File: config.mk
export PLATFORM = sky130hd
export DESIGN_NAME = alarm_key_entry_flat
export DESIGN_NICKNAME = d
export VERILOG_FILES = /design/src/rtl/alarm_pkg.sv /design/src/rtl/alarm_key_entry_if.sv /design/src/rtl/entry_timer.sv /design/src/rtl/alarm_key_entry.sv /design/src/flat_wrapper.sv
export SDC_FILE = /design/constraint.sdc
export NUM_CORES = 1
export LEC_CHECK = 0
export BUFFER_PORTS_ARGS = -buffer_cell sky130_fd_sc_hd__buf_4
export CAP_MARGIN = 5
export CORE_MARGIN = 2
export CORE_UTILIZATION = 60
export CTS_BUF_LIST = sky130_fd_sc_hd__clkbuf_8
export DETAILED_ROUTE_END_ITERATION = 7
export PLACE_DENSITY = 0.85
export SYNTH_ARGS = -nofsm -noshare
export SYNTH_HDL_FRONTEND = slang
export SYNTH_SLANG_ARGS = --single-unit
File: constraint.sdc
create_clock -name clk -period 3.84 [get_ports clk]
set_input_delay 0 -clock clk [delete_from_list [all_inputs] [get_ports clk]]
set_output_delay 0 -clock clk [all_outputs]
set_load 0.005 [all_outputs]
File: src/rtl/alarm_pkg.sv
// Shared types and constants for the alarm keypad entry stage: key codes,
// FSM states, BCD digit type and the HH:MM range check.
package alarm_pkg;

  localparam logic [3:0] KEY_ALARM = 4'd10;
  localparam logic [3:0] KEY_CLEAR = 4'd11;

  typedef logic [3:0] bcd_t;

  typedef enum logic [1:0] {
    IDLE  = 2'd0,
    ENTRY = 2'd1,
    LOAD  = 2'd2,
    ERROR = 2'd3
  } state_t;

  // Digit order matches the shift direction: ms_hr is the oldest digit.
  typedef struct packed {
    bcd_t ms_hr;
    bcd_t ls_hr;
    bcd_t ms_min;
    bcd_t ls_min;
  } hhmm_t;

  function automatic logic time_valid(input hhmm_t t);
    return (t.ms_hr <= 4'd2) && (t.ls_hr <= 4'd9) &&
           !((t.ms_hr == 4'd2) && (t.ls_hr > 4'd3)) &&
           (t.ms_min <= 4'd5) && (t.ls_min <= 4'd9);
  endfunction

endpackage

File: src/rtl/alarm_key_entry_if.sv
// Keypad strobe in, alarm-time digits and status out. The keypad side is
// the master; the entry stage is the slave.
interface alarm_key_entry_if;
  import alarm_pkg::*;

  logic       key_valid;
  logic [3:0] key_code;
  bcd_t       new_alarm_time_ms_hr;
  bcd_t       new_alarm_time_ls_hr;
  bcd_t       new_alarm_time_ms_min;
  bcd_t       new_alarm_time_ls_min;
  logic       load_new_a;
  logic       entry_active;
  logic [2:0] digit_count;
  logic       entry_error;

  modport master (
    output key_valid, key_code,
    input  new_alarm_time_ms_hr, new_alarm_time_ls_hr,
           new_alarm_time_ms_min, new_alarm_time_ls_min,
           load_new_a, entry_active, digit_count, entry_error
  );

  modport slave (
    input  key_valid, key_code,
    output new_alarm_time_ms_hr, new_alarm_time_ls_hr,
           new_alarm_time_ms_min, new_alarm_time_ls_min,
           load_new_a, entry_active, digit_count, entry_error
  );

endinterface

File: src/rtl/entry_timer.sv
// Counts one_sec pulses while enabled; expired flags the last second before
// the entry must be aborted.
module entry_timer #(
  parameter int unsigned TIMEOUT_SEC = 10
) (
  input  logic clk,
  input  logic reset,
  input  logic clear,
  input  logic enable,
  output logic expired
);

  logic [7:0] count;

  // NOTE: sequential state uses non-blocking assignments so every register
  // samples pre-edge values regardless of block ordering.
  always_ff @(posedge clk) begin
    if (reset)       count <= '0;
    else if (clear)  count <= '0;
    else if (enable) count <= count + 8'd1;
  end

  assign expired = (count == 8'(TIMEOUT_SEC - 1));

endmodule

File: src/rtl/alarm_key_entry.sv
// Keypad entry FSM: shifts in HH:MM digits, confirms or aborts, and pulses
// load_new_a for the alarm register. Define ALARM_ENTRY_VALIDATE_EN to
// reject out-of-range times on confirm.
module alarm_key_entry
  import alarm_pkg::*;
#(
  parameter int unsigned TIMEOUT_SEC = 10
) (
  input  logic              clk,
  input  logic              reset,
  input  logic              one_sec,
  alarm_key_entry_if.slave  kif
);

  state_t     state;
  hhmm_t      entry_buf;
  logic [2:0] count_q;
  logic       load_q;
  logic       error_q;
  logic       active_q;

  logic is_digit, is_alarm, is_clear, key_taken;
  logic timer_clear, timer_en, expired, timeout, confirm_ok;

  assign is_digit  = kif.key_valid && (kif.key_code <= 4'd9);
  assign is_alarm  = kif.key_valid && (kif.key_code == KEY_ALARM);
  assign is_clear  = kif.key_valid && (kif.key_code == KEY_CLEAR);
  assign key_taken = is_digit || is_alarm || is_clear;

  // Any accepted key restarts the inactivity window, even on a one_sec cycle.
  assign timer_clear = (state != ENTRY) || key_taken;
  assign timer_en    = (state == ENTRY) && one_sec;
  assign timeout     = timer_en && expired && !key_taken;

`ifdef ALARM_ENTRY_VALIDATE_EN
  assign confirm_ok = time_valid(entry_buf);
`else
  assign confirm_ok = 1'b1;
`endif

  entry_timer #(.TIMEOUT_SEC(TIMEOUT_SEC)) u_timer (
    .clk     (clk),
    .reset   (reset),
    .clear   (timer_clear),
    .enable  (timer_en),
    .expired (expired)
  );

  always_ff @(posedge clk) begin
    if (reset) begin
      state     <= IDLE;
      entry_buf <= '0;
      count_q   <= '0;
      load_q    <= 1'b0;
      error_q   <= 1'b0;
      active_q  <= 1'b0;
    end else begin
      load_q  <= 1'b0;
      error_q <= 1'b0;
      case (state)
        IDLE: begin
          if (is_alarm) begin
            state     <= ENTRY;
            entry_buf <= '0;
            count_q   <= '0;
            active_q  <= 1'b1;
          end
        end
        ENTRY: begin
          if (is_digit) begin
            entry_buf <= {entry_buf.ls_hr, entry_buf.ms_min, entry_buf.ls_min, kif.key_code};
            count_q   <= (count_q == 3'd4) ? 3'd4 : count_q + 3'd1;
          end else if (is_clear) begin
            entry_buf <= '0;
            count_q   <= '0;
          end else if (is_alarm) begin
            active_q <= 1'b0;
            if (count_q == 3'd0) begin
              state <= IDLE;
            end else if (confirm_ok) begin
              state  <= LOAD;
              load_q <= 1'b1;
            end else begin
              state   <= ERROR;
              error_q <= 1'b1;
            end
          end else if (timeout) begin
            state    <= ERROR;
            error_q  <= 1'b1;
            active_q <= 1'b0;
          end
        end
        LOAD:    state <= IDLE;
        ERROR:   state <= IDLE;
        default: state <= IDLE;
      endcase
    end
  end

  assign kif.new_alarm_time_ms_hr  = entry_buf.ms_hr;
  assign kif.new_alarm_time_ls_hr  = entry_buf.ls_hr;
  assign kif.new_alarm_time_ms_min = entry_buf.ms_min;
  assign kif.new_alarm_time_ls_min = entry_buf.ls_min;
  assign kif.load_new_a            = load_q;
  assign kif.entry_error           = error_q;
  assign kif.entry_active          = active_q;
  assign kif.digit_count           = count_q;

endmodule

File: src/flat_wrapper.sv
// flat-port wrapper written by rule: the top's interface ports become plain ports
module alarm_key_entry_flat import alarm_pkg::*;
#(
  parameter int unsigned TIMEOUT_SEC = 10
)
  (clk, reset, one_sec, kif_key_valid, kif_key_code, kif_new_alarm_time_ms_hr, kif_new_alarm_time_ls_hr, kif_new_alarm_time_ms_min, kif_new_alarm_time_ls_min, kif_load_new_a, kif_entry_active, kif_digit_count, kif_entry_error);
  alarm_key_entry_if kif_i ();
  input  logic clk;
  input  logic reset;
  input  logic one_sec;
  input wire logic [$bits(kif_i.key_valid)-1:0] kif_key_valid;
  input wire logic [$bits(kif_i.key_code)-1:0] kif_key_code;
  output wire logic [$bits(kif_i.new_alarm_time_ms_hr)-1:0] kif_new_alarm_time_ms_hr;
  output wire logic [$bits(kif_i.new_alarm_time_ls_hr)-1:0] kif_new_alarm_time_ls_hr;
  output wire logic [$bits(kif_i.new_alarm_time_ms_min)-1:0] kif_new_alarm_time_ms_min;
  output wire logic [$bits(kif_i.new_alarm_time_ls_min)-1:0] kif_new_alarm_time_ls_min;
  output wire logic [$bits(kif_i.load_new_a)-1:0] kif_load_new_a;
  output wire logic [$bits(kif_i.entry_active)-1:0] kif_entry_active;
  output wire logic [$bits(kif_i.digit_count)-1:0] kif_digit_count;
  output wire logic [$bits(kif_i.entry_error)-1:0] kif_entry_error;
  assign kif_i.key_valid = kif_key_valid;
  assign kif_i.key_code = kif_key_code;
  assign kif_new_alarm_time_ms_hr = kif_i.new_alarm_time_ms_hr;
  assign kif_new_alarm_time_ls_hr = kif_i.new_alarm_time_ls_hr;
  assign kif_new_alarm_time_ms_min = kif_i.new_alarm_time_ms_min;
  assign kif_new_alarm_time_ls_min = kif_i.new_alarm_time_ls_min;
  assign kif_load_new_a = kif_i.load_new_a;
  assign kif_entry_active = kif_i.entry_active;
  assign kif_digit_count = kif_i.digit_count;
  assign kif_entry_error = kif_i.entry_error;
  alarm_key_entry #(.TIMEOUT_SEC(TIMEOUT_SEC)) u_core (.clk(clk), .reset(reset), .one_sec(one_sec), .kif(kif_i));
endmodule
* Word level (Yosys, flattened, before mapping) *
Index checks and enable logic that the tools add are counted.

storage, ports and cells
  output and inout port bits = 22
  bits of input ports = 8
  bits in registers = 32
  logic and storage cells = 72

operators by class
  $add $sub $neg = 2
  equality and inequality tests = 13
  reduce and logical (&&, ||, !) cells = 20
  muxes and demuxes = 24
  order comparisons = 1
  bitwise gates (word level) = 2

operator list
  kind                   count
  $mux W16               3
  $pmux W16 S2           1
  $mux W2                6
  $mux W3                4
  $reduce_or A5 Y1       2
  $add A8 B1 Y8 const B  1
  $eq A4 B4 Y1 const B   2
  $eq A8 B4 Y1 const B   1
  $mux W1                7
  $logic_and A1 B1 Y1    6
  $ne A3 B1 Y1 const B   2
  $pmux W2 S3            1
  $pmux W3 S2            1
  $reduce_and A5 Y1      1
  $eq A2 B2 Y1 const B   2
  $le A4 B4 Y1 const B   1
  $ne A2 B1 Y1 const B   2
  $ne A2 B2 Y1 const B   2
  $reduce_and A4 Y1      1
  $reduce_or A2 Y1       2
  $add A3 B1 Y3 const B  1
  $eq A3 B3 Y1 const B   1
  $logic_not A3 Y1       1
  $logic_or A1 B1 Y1     3
  other kinds (7)        8

* Longest topological paths before layout *
  depth in word-level cells = 11
  mapped depth = 6
  mapped depth without buffers = 6

* By module *
From an unflattened synthesis, not the netlist that was laid out.

second synthesis, totals
  cell total of the unflattened synthesis = 150
  area, all modules = 1403.8 µm²

by module, submodules not included
  module           area an instance (µm²)  sequential area each (µm²)  instances  cells each
  alarm_key_entry  1029.7                  480.5                       1          108
  entry_timer      374.1                   160.2                       1          42

* Least setup slack after synthesis *
OpenSTA, ideal clock, no wires.

  path kind = reg2reg
  start point = register u_core.u_timer.count[1]
  end point = register u_core.state[1]
  cell stages (with the launch flop) = 7
  data arrival time = 1.363 ns
  data required time = 3.721 ns
  buffers on the path = 0
  clock period less this slack = 1.482 ns
  setup time = 0.119 ns
  path slack = 2.358 ns
  path through = dfxtp_1 -> inv_1 -> ha_1 -> and4bb_2 -> a41oi_2 -> o21ai_0 -> o221a_2

on the way
  cells in the longest elaborated chain, start to end = 5

ends and longest elaborated chain
  what                                RTL line               source
  start: declaration                  entry_timer.sv:13      logic [7:0] count;
  start signal: assignment            entry_timer.sv:20      else if (enable) count <= count + 8'd1;
  $eq A8 B4 Y1                        entry_timer.sv:23      assign expired = (count == 8'(TIMEOUT_SEC - 1));
  $logic_and A1 B1 Y1 (2 in a row)    alarm_key_entry.sv:33  assign timeout = timer_en && expired && !key_taken;
  $ne A3 B1 Y1 (no source line)       -
  $reduce_and A4 Y1 (no source line)  -
  end signal: assignment              alarm_key_entry.sv:51  state <= IDLE;
  end signal: assignment              alarm_key_entry.sv:63  state <= ENTRY;
  end signal: assignment              alarm_key_entry.sv:79  state <= IDLE;
  end: declaration                    alarm_key_entry.sv:15  state_t state;

No other way between the ends.
A chain may end at the register's enable or synchronous reset.

* Worst setup path after layout *
  start point = register u_core.state[1]
  end point = register u_core.count_q[0], in the netlist u_core.kif.digit_count[0]

on the way
  cells in the longest elaborated chain, start to end = 3
  elaborated cells on any way between the ends = 7
  classes of those cells = eq/ne: 3; mux: 1; reduce/logical: 3

ends and longest elaborated chain
  what                                                     RTL line               source
  $eq A2 B1 Y1 / $logic_not A2 Y1 (equally long branches)  alarm_key_entry.sv:60  case (state)
  $ne A3 B1 Y1 (no source line) (tied with other cells)    -
  $reduce_and A3 Y1 (no source line)                       -
  end signal: assignment                                   alarm_key_entry.sv:72  count_q <= (count_q == 3'd4) ? 3'd4 : count_q + 3'd1;
  end: declaration                                         alarm_key_entry.sv:17  logic [2:0] count_q;

Several ways; a longest one is shown, not always the timed one.

==> flow_metrics.py <==
metrics = {
    "global_route": {
        "overflow": 0,
        "grt_max_degree": 20,
        "grt_pass1_wl_mm": 5.04,
        "grt_pass1_vias": 1099,
        "track_usage_pct": 25.3,
        "grt_antenna_before_repair": 0,
    },
    "cts": {
        "clk_pin_slew_ps": 60,
        "worstSkewPairLatency_ps": 280,
        "cts_tree": "yes",
        "htree_num_levels": 2,
        "cts-root-buf": "clkbuf_8",
        "cts.sinks": 32,
        "cts_buffer_depth": 2,
        "postCtsSetupBuffers": 0,
        "numCtsBuffers": 5,
    },
    "critical_path": {
        "cp_max_fo": 19,
        "cp-start-kind": "flip-flop",
        "path_delay_family": "simple AND/OR/NAND/NOR gates",
        "cp.required_ps": 4060,
        "crit_path_end_kind": "flip-flop",
        "cp_slowest_cell": "nand4b_1",
        "criticalPathCategory": "flip-flop to flip-flop",
        "path_buf_inv": 0,
        "slowest_delay_ps": 770,
        "cp_data_arrival_time_ps": 2070,
        "crit_chain": "nand4b_1 > a211o_1 > a21oi_1",
        "reg2reg_setup_slack_ps": 1990,
    },
    "detailed_routing": {
        "drt_iter0_drc": 31,
        "vias_per_cell": 5.76,
        "ant_nets": 0,
        "num_vias": 1226,
        "totalWireLength_mm": 3.13,
        "wl_per_cell_microns": 14.7,
        "first_pass_iters": 4,
        "post-route-drc-count": 0,
    },
    "floorplanning": {
        "core_sq_mm": 0.00225,
        "start_util_pct": 64.4,
        "die-area_sq_mm": 0.00283,
        "die_y_microns": 53.2,
        "pin_count": 30,
        "row_count": 17,
        "die_w_microns": 53.2,
    },
    "finish": {
        "fin_util_pct": 78.7,
        "nets": 196,
        "diodes": 0,
        "n_fill_cell": 169,
        "multiInputGateArea_sq_um": 722,
        "area_growth_pct": 22.3,
        "final_common_cell": "dfxtp_1",
        "drive_gt1_share_pct": 25.4,
        "seqCellArea_sq_um": 641,
        "layout_common_cells": "32 x dfxtp_1, 29 x buf_4, 20 x nand2_1, 18 x inv_1, 10 x nor2_1",
    },
    "placement": {
        "gp_congestion": 0.849,
        "portBuffers": 29,
        "dp_hpwl_mm": 2.20,
    },
    "power_and_ir_drop": {
        "p_leak_nw": 0.733,
        "pwr-share-comb_pct": 10.0,
        "seqPwrFrac_pct": 51.6,
        "power.switching_mw": 0.157,
        "swShare_pct": 23.7,
        "power_frac_clock_pct": 38.4,
        "p_per_area_mw_per_mm2": 374,
        "intPower_mw": 0.506,
        "vdd_ir_drop_max_mv": 0.349,
    },
    "synth": {
        "synthesis.nets": 164,
        "yosysUniqueCellTypes": 44,
        "netlist_instances": 152,
        "ys.flop_type": "dfxtp_1",
        "postSynthAreaPerCell_sq_um": 9.55,
        "yosysSeqAreaShare_pct": 44.1,
        "async_reset_ff_share_pct": 0,
        "synth_edf_count": 0,
        "yosys_register_bits": 32,
        "ys_warn_count": 0,
        "syn_area_sq_mm": 0.00145,
    },
    "sta": {
        "timing.final.crit_share_pct": 48.3,
        "rsz0062_at_grt": "false",
        "worstMarginPinSlew_ps": 852,
        "hold_viol_final": 0,
        "setup_viol_count_final": 0,
        "whs_ps": 18.2,
        "fin_crit_ps": 1850,
        "tns_ps": 0,
        "fmax_mhz": 539,
        "fin_skew_ps": 3.86,
        "relSlewSlack_pct": 42.9,
        "report.final.slew_viol_count": 0,
    },
    "worst_hold_path": {
        "hp-class": "input port to flip-flop",
    },
    "run": {
        "cap_violations": 0,
    },
    "outcome": {
        "outcome": "finished clean",
    },
}
-- tightest hold or removal path, stage by stage --
cell and delay [ps]:
buf_4 120, inv_1 50, o32ai_1 80
-- power groups by stage --
stage                     logic, mW  clock network, mW  registers [mW]
after detailed placement     0.0649                  0           0.349
after global routing         0.0727              0.274           0.343
final                        0.0666              0.254           0.342
after floorplan              0.0451                  0           0.349
after global placement       0.0635                  0           0.349
after CTS                    0.0662              0.259           0.342
-- cell families after synthesis --
kind of cell | after synthesis | share of synthesized area (%)
AND/OR/NAND/NOR | 51 | 18.8
AO/OA/AOI/OAI | 38 | 23.9
flip-flops | 32 | 44.1
buffers and inverters | 21 | 6.12
XOR/XNOR | 6 | 3.62
adder cells (fa/ha/maj) | 4 | 3.45
-- per-layer routing --
metal	vias up	part of all wire [%]	global-route usage, %
met2	40	49	41.7
met4	0	0.93	7.69
met1	573	44	31.2
li1	609	-	-
met3	4	6.1	8.47
met5	-	0	0
-- final cells by class --
class | count | share of cell area (%)
multi-input combinational | 99 | 40.7
tap | 28 | 1.97
clock inverter | 2 | 0.423
timing repair buffer | 30 | 12.8
clock buffer | 6 | 4.65
sequential | 32 | 36.1
inverter | 16 | 3.38
-- final timing paths --
path | from | cells past startpoint | to
worst max-delay path | u_core.state[1]$_SDFFE_PP0P_ | 3 | u_core.kif.digit_count[0]$_SDFFE_PP0P_
worst min-delay path | kif_key_code[0] | 3 | u_core.kif.new_alarm_time_ls_min[0]$_SDFFE_PP0P_
worst max register to register | u_core.state[1]$_SDFFE_PP0P_ | 3 | u_core.kif.digit_count[0]$_SDFFE_PP0P_
worst min register to register | u_core.kif.new_alarm_time_ms_hr[0]$_SDFFE_PP0P_ | 2 | u_core.kif.new_alarm_time_ms_hr[0]$_SDFFE_PP0P_
-- sequential cells by signal, summed over array words and instances, names as in the netlist --
name                              flops
u_core.kif.new_alarm_time_ms_hr       4
u_core.kif.new_alarm_time_ls_min      4
u_core.kif.load_new_a                 1
u_core.kif.new_alarm_time_ms_min      4
u_core.kif.entry_active               1
u_core.kif.new_alarm_time_ls_hr       4
u_core.kif.digit_count                3
u_core.kif.entry_error                1
u_core.u_timer.count                  8
u_core.state                          2
-- what timing repair did --
action / CTS / global route
resized for setup: 0 / 0
hold buffers: 1 / 0
endpoints found under the hold margin: 1 / 0
-- stage by stage --
stage,area (sq um),power (mW),worst slack (ps),cells
after floorplan,1450,0.394,2360,152
after global placement,1680,0.412,2080,204
after detailed placement,1680,0.414,2040,204
after CTS,1780,0.667,2030,213
after global routing,1780,0.690,1860,213
final,1780,0.663,1990,213
-- synth_stat cells, drive strengths merged, types with 3 or more instances --
cell type | instances | share of area [%]
dfxtp | 32 | 44
nand2 | 20 | 5.2
inv | 16 | 4.1
nor2 | 11 | 3.4
o32ai | 9 | 5.4
o22ai | 8 | 4.7
xor2 | 5 | 3.0
ha | 4 | 3.4
nand2b | 4 | 1.7
buf | 3 | 1.5
nand3 | 3 | 1.0
o21ai | 3 | 1.0
Note: power is estimated with default switching activity, not from simulation.
